--- src/rtl/if_id_ctrl.sv ---
// if_id_ctrl: PC register, IF/ID pipeline register and fetch-side control
// for the 5-stage MIPS pipeline. It applies the hazard unit's stall and bubble
// requests and the branch redirect resolved in ID. It also keeps saturating
// stall/redirect counters and a sticky watchdog for illegally long stalls.
//
// Ports:
//   clk, rst_n          clock, asynchronous active-low reset
//   stall, idflush      hazard unit requests (hold IF/PC, bubble ID/EX)
//   branch_taken/target redirect resolved in ID
//   imem_addr/rdata     instruction memory (combinational read)
//   if_id_instr/pc4/valid  IF/ID register contents presented to ID
//   id_bubble           combinational: zero ID/EX control this cycle
//   cnt_clr             synchronous clear of counters and stall_err
//   stall_cnt/flush_cnt saturating performance counters
//   stall_err           sticky: stall held 3+ consecutive cycles
module if_id_ctrl #(
  parameter logic [31:0] PC_RESET = 32'h0000_0000,
  parameter int unsigned CNT_W    = 16
) (
  input  logic             clk,
  input  logic             rst_n,
  input  logic             stall,
  input  logic             idflush,
  input  logic             branch_taken,
  input  logic [31:0]      branch_target,
  output logic [31:0]      imem_addr,
  input  logic [31:0]      imem_rdata,
  output logic [31:0]      if_id_instr,
  output logic [31:0]      if_id_pc4,
  output logic             if_id_valid,
  output logic             id_bubble,
  input  logic             cnt_clr,
  output logic [CNT_W-1:0] stall_cnt,
  output logic [CNT_W-1:0] flush_cnt,
  output logic             stall_err
);

  localparam logic [CNT_W-1:0] CNT_MAX = '1;
  localparam logic [1:0]       RUN_MAX = 2'd3;
  localparam logic [1:0]       RUN_ERR = 2'd2;

  logic [31:0]      pc_q, pc_d;
  logic [31:0]      instr_q, instr_d;
  logic [31:0]      pc4_q, pc4_d;
  logic             valid_q, valid_d;
  logic [1:0]       run_q, run_d;
  logic [CNT_W-1:0] stall_cnt_q, stall_cnt_d;
  logic [CNT_W-1:0] flush_cnt_q, flush_cnt_d;
  logic             stall_err_q, stall_err_d;
  logic [31:0]      pc_plus4;
  logic             redirect;

  // PC and IF/ID next state: stall holds, then redirect, then normal fetch
  always_comb begin
    pc_d     = pc_q;
    instr_d  = instr_q;
    pc4_d    = pc4_q;
    valid_d  = valid_q;
    pc_plus4 = pc_q + 32'd4;
    redirect = ~stall & branch_taken;
    if (!stall) begin
      if (branch_taken) begin
        // fetched word is on the wrong path: load a sll-nop bubble instead
        pc_d    = branch_target;
        instr_d = 32'h0;
        pc4_d   = 32'h0;
        valid_d = 1'b0;
      end else begin
        pc_d    = pc_plus4;
        instr_d = imem_rdata;
        pc4_d   = pc_plus4;
        valid_d = 1'b1;
      end
    end
  end

  // Stall run length, watchdog and performance counters; clear wins
  always_comb begin
    run_d       = run_q;
    stall_err_d = stall_err_q;
    stall_cnt_d = stall_cnt_q;
    flush_cnt_d = flush_cnt_q;
    if (cnt_clr) begin
      run_d       = 2'd0;
      stall_err_d = 1'b0;
      stall_cnt_d = '0;
      flush_cnt_d = '0;
    end else begin
      if (stall) begin
        if (run_q != RUN_MAX) run_d = run_q + 2'd1;
        // third consecutive stall edge is longer than any legal hazard
        if (run_q == RUN_ERR) stall_err_d = 1'b1;
        if (stall_cnt_q != CNT_MAX) stall_cnt_d = stall_cnt_q + CNT_W'(1);
      end else begin
        run_d = 2'd0;
      end
      if (redirect && (flush_cnt_q != CNT_MAX)) flush_cnt_d = flush_cnt_q + CNT_W'(1);
    end
  end

  always_ff @(posedge clk or negedge rst_n) begin
    if (!rst_n) begin
      pc_q        <= PC_RESET;
      instr_q     <= 32'h0;
      pc4_q       <= 32'h0;
      valid_q     <= 1'b0;
      run_q       <= 2'd0;
      stall_err_q <= 1'b0;
      stall_cnt_q <= '0;
      flush_cnt_q <= '0;
    end else begin
      pc_q        <= pc_d;
      instr_q     <= instr_d;
      pc4_q       <= pc4_d;
      valid_q     <= valid_d;
      run_q       <= run_d;
      stall_err_q <= stall_err_d;
      stall_cnt_q <= stall_cnt_d;
      flush_cnt_q <= flush_cnt_d;
    end
  end

  assign imem_addr   = pc_q;
  assign if_id_instr = instr_q;
  assign if_id_pc4   = pc4_q;
  assign if_id_valid = valid_q;
  assign stall_cnt   = stall_cnt_q;
  assign flush_cnt   = flush_cnt_q;
  assign stall_err   = stall_err_q;
  // zero-latency bubble request toward ID/EX
  assign id_bubble   = idflush | ~valid_q;

endmodule

--- config.mk ---
export PLATFORM = sky130hd
export DESIGN_NAME = if_id_ctrl
export DESIGN_NICKNAME = d
export VERILOG_FILES = /design/src/rtl/if_id_ctrl.sv
export SDC_FILE = /design/constraint.sdc
export NUM_CORES = 1
export LEC_CHECK = 0
export BUFFER_PORTS_ARGS = -buffer_cell sky130_fd_sc_hd__buf_2
export CAP_MARGIN = 20
export CORE_UTILIZATION = 25
export CTS_CLUSTER_DIAMETER = 50
export DETAILED_ROUTE_END_ITERATION = 7
export PLACE_DENSITY = 0.44
export SYNTH_ARGS = -nofsm -noshare
export SYNTH_HDL_FRONTEND = slang
export SYNTH_SLANG_ARGS = --single-unit
--- constraint.sdc ---
create_clock -name clk -period 1.7 [get_ports clk]
set_clock_uncertainty 0.05 [all_clocks]
set_input_delay 0.17 -clock clk [delete_from_list [all_inputs] [get_ports clk]]
set_output_delay 0.17 -clock clk [all_outputs]
set_load 0.01 [all_outputs]
==> flow_summary.toml <==
[outcome]
status = "finished clean"

[routing]
routed_via_density = 4.58
ant_nets = 0
initialDrtViolationCount = 373
first_pass_iters = 4
wl_per_cell_microns = 15.9
totalWireLength_microns = 22200
drc = 0
num_vias = 6415

[clocking]
cts_root_buffer = "clkbuf_16"
clk_path_buf_depth = 2
clkTransAtPathRegs_ns = 0.06
cts_inserted_buffers = 17
cts_tree = "done"
worstSkewPairLatency_ns = 0.42
cts.sinks = 132
cts-htree-levels = 4

[yosys]
syn_avg_cell_area_sq_um = 9.26
synth_xor_xnor_area_share_pct = 6.20
yosys.area.top_type_share_pct = 49.8
synth_compound_area_share_pct = 12.9
synth_ff_type = "dfrtp_1"
synth.largest_area_cell = "dfrtp_1"
syn_area_sq_um = 6640
syn_nets = 792
ys_warn_count = 0
synthAdderAreaFrac_pct = 0.942
ys_types = 55
synth_mux_area_share_pct = 1.45
synthCells = 717
synthSimpleGateAreaFrac_pct = 25.0
ys_seq_area_share_pct = 49.8
async_flop_share_pct = 100
synth_area_leaders = "dfrtp_1, nand2_1, o21ai_0, xor2_1, xnor2_1"
synth-edff-count = 0
synth_top_family_by_area = "simple AND/OR/NAND/NOR gates"
synth-seq-cells = 132

[global_routing]
first_global_vias = 6139
grt_use_total_pct = 16.4
grt_max_degree = 73
grt_util_met3_pct = 3.89
grtUsageMet2_pct = 25.5
grt_use_met1_pct = 22.3
antenna_found_initial = 1
grt_pass1_wl_microns = 33900
grt.busiest_layer = "met2"
overflow = 0

[die]
core_sq_um = 26100
dieArea_sq_um = 27200
initial_utilization_pct = 25.5
fp.dieH_microns = 165
ioPinCount = 201
die_w_microns = 165
placementRows = 59

[cells_and_area]
drive_gt1_share_pct = 36.8
nNetsFinal = 1128
diodes = 0
layout_common_cells = "buf_2, dfrtp_1, nand2_1"
syn_to_final_growth_pct = 50.6
layout_commonest_cell = "buf_2"
final_cells = 1400

[flow_run]
drv_cap = 0

[timing]
drv_slew = 0
slew-limit-headroom_pct = 62.4
fin_crit_ns = 1.67
hold_viol = 0
fmax_mhz = 598
worst_pin_slew_ns = 0.564
rsz0062_at_grt = "true"
post-route-period-util_pct = 98.4
finalSetupViolCount = 0
fin_setup_tns_ns = 0

[placed_design]
placed_cells = 1306
port_buffers = 200
place.gp.congestion = 0.757
dp_hpwl_microns = 15100

[pwr]
vdd_drop_max_mv = 0.464
fin_total_pwr_mw = 8.66
p_per_area_nw_per_um2 = 866
leakage_nw = 4.69

[setup_path]
required_ns = 2.01
cp-start-kind = "flop"
r2r_setup_slack_ns = 0.03
crit_type = "reg2reg"
path_max_fanout = 8
crit_arrival_ns = 1.98
crit_path_end_kind = "flop"

[hold_path]
hp-class = "in2reg"
==> repair_timing <==
action	CTS	global route
resized for setup	1	26
hold buffers	50	0
buffers inserted	4	8
endpoints found under the hold margin	181	0
endpoints found under the setup margin	10	46
pin swaps	3	19
cloned	0	1
==> per-layer routing <==
layer / up-vias / routed length [microns]
met5: - / 13
met4: 2 / 187
met3: 12 / 1090
met2: 137 / 10100
met1: 3070 / 10800
li1: 3194 / -
==> cells by family after synthesis <==
group,after synthesis
AO/OA/AOI/OAI,146
XOR/XNOR,47
adder cells (fa/ha/maj),5
buffers and inverters,58
flip-flops,132
multiplexers,9
AND/OR/NAND/NOR,320
==> metrics by stage <==
stage	area [sq um]	worst slack [ns]	util [%]	hold slack (ns)
after global placement	8770	-0.000252	33.6	0.00804
after detailed placement	8770	-0.0109	33.6	0.0102
after global routing	10000	-0.0567	38.4	0.0228
after floorplan	6710	-0.0375	-	-0.176
final	10000	0.0265	38.4	0.0235
after CTS	9800	0.00236	37.6	0.00916
==> synthesized netlist by cell type (15+ instances only) <==
cell type and instances:
dfrtp_1 132, nand2_1 123, o21ai_0 73, nor2_1 52, nand3_1 38, clkbuf_1 33
xor2_1 24, xnor2_1 23, nand4_1 20, a21oi_1 19, a22oi_1 19, nor3_1 15
==> final timing paths <==
path,startpoint,end,cells past startpoint
worst min register to register,if_id_instr[29],if_id_instr[29],2
worst min-delay path,branch_target[15],imem_addr[15],3
max in group asynchronous,rst_n,imem_addr[5],3
worst max-delay path,imem_addr[12],imem_addr[23],6
worst max register to register,imem_addr[12],imem_addr[23],6
min in group asynchronous,rst_n,if_id_pc4[23],2
==> final cells by class <==
cell class / instances / area (sq um)
Clock buffer: 22 / 444
Clock inverter: 9 / 60.1
Fill cell: 2682 / 16100
Inverter: 11 / 41.3
Multi-Input combinational cell: 528 / 3250
Sequential cell: 132 / 3310
Tap cell: 335 / 419
Timing Repair Buffer: 363 / 2470
==> sequential cells by signal, summed over array words and instances (netlist names) <==
| name | cells |
|---|---|
| imem_addr | 32 |
| run_q | 2 |
| if_id_instr | 32 |
| stall_cnt | 16 |
| stall_err | 1 |
| flush_cnt | 16 |
| if_id_pc4 | 32 |
| if_id_valid | 1 |
==> report_power, final <==
| part | internal (mW) | leakage (nW) | switching, mW |
|---|---|---|---|
| registers | 3.42 | 1.70 | 0.193 |
| clock network | 1.85 | 0.240 | 1.42 |
| logic | 0.804 | 2.74 | 0.977 |
| total | 6.07 | 4.69 | 2.59 |
==> worst max-delay path, stage by stage (launching register included) <==
cell and delay [ns]:
dfrtp_1 0.38, and4_4 0.24, and4_4 0.31, buf_4 0.14, nand3_2 0.09, or3_1 0.32, nand3_1 0.09
Note: power is estimated with default switching activity, not from simulation.
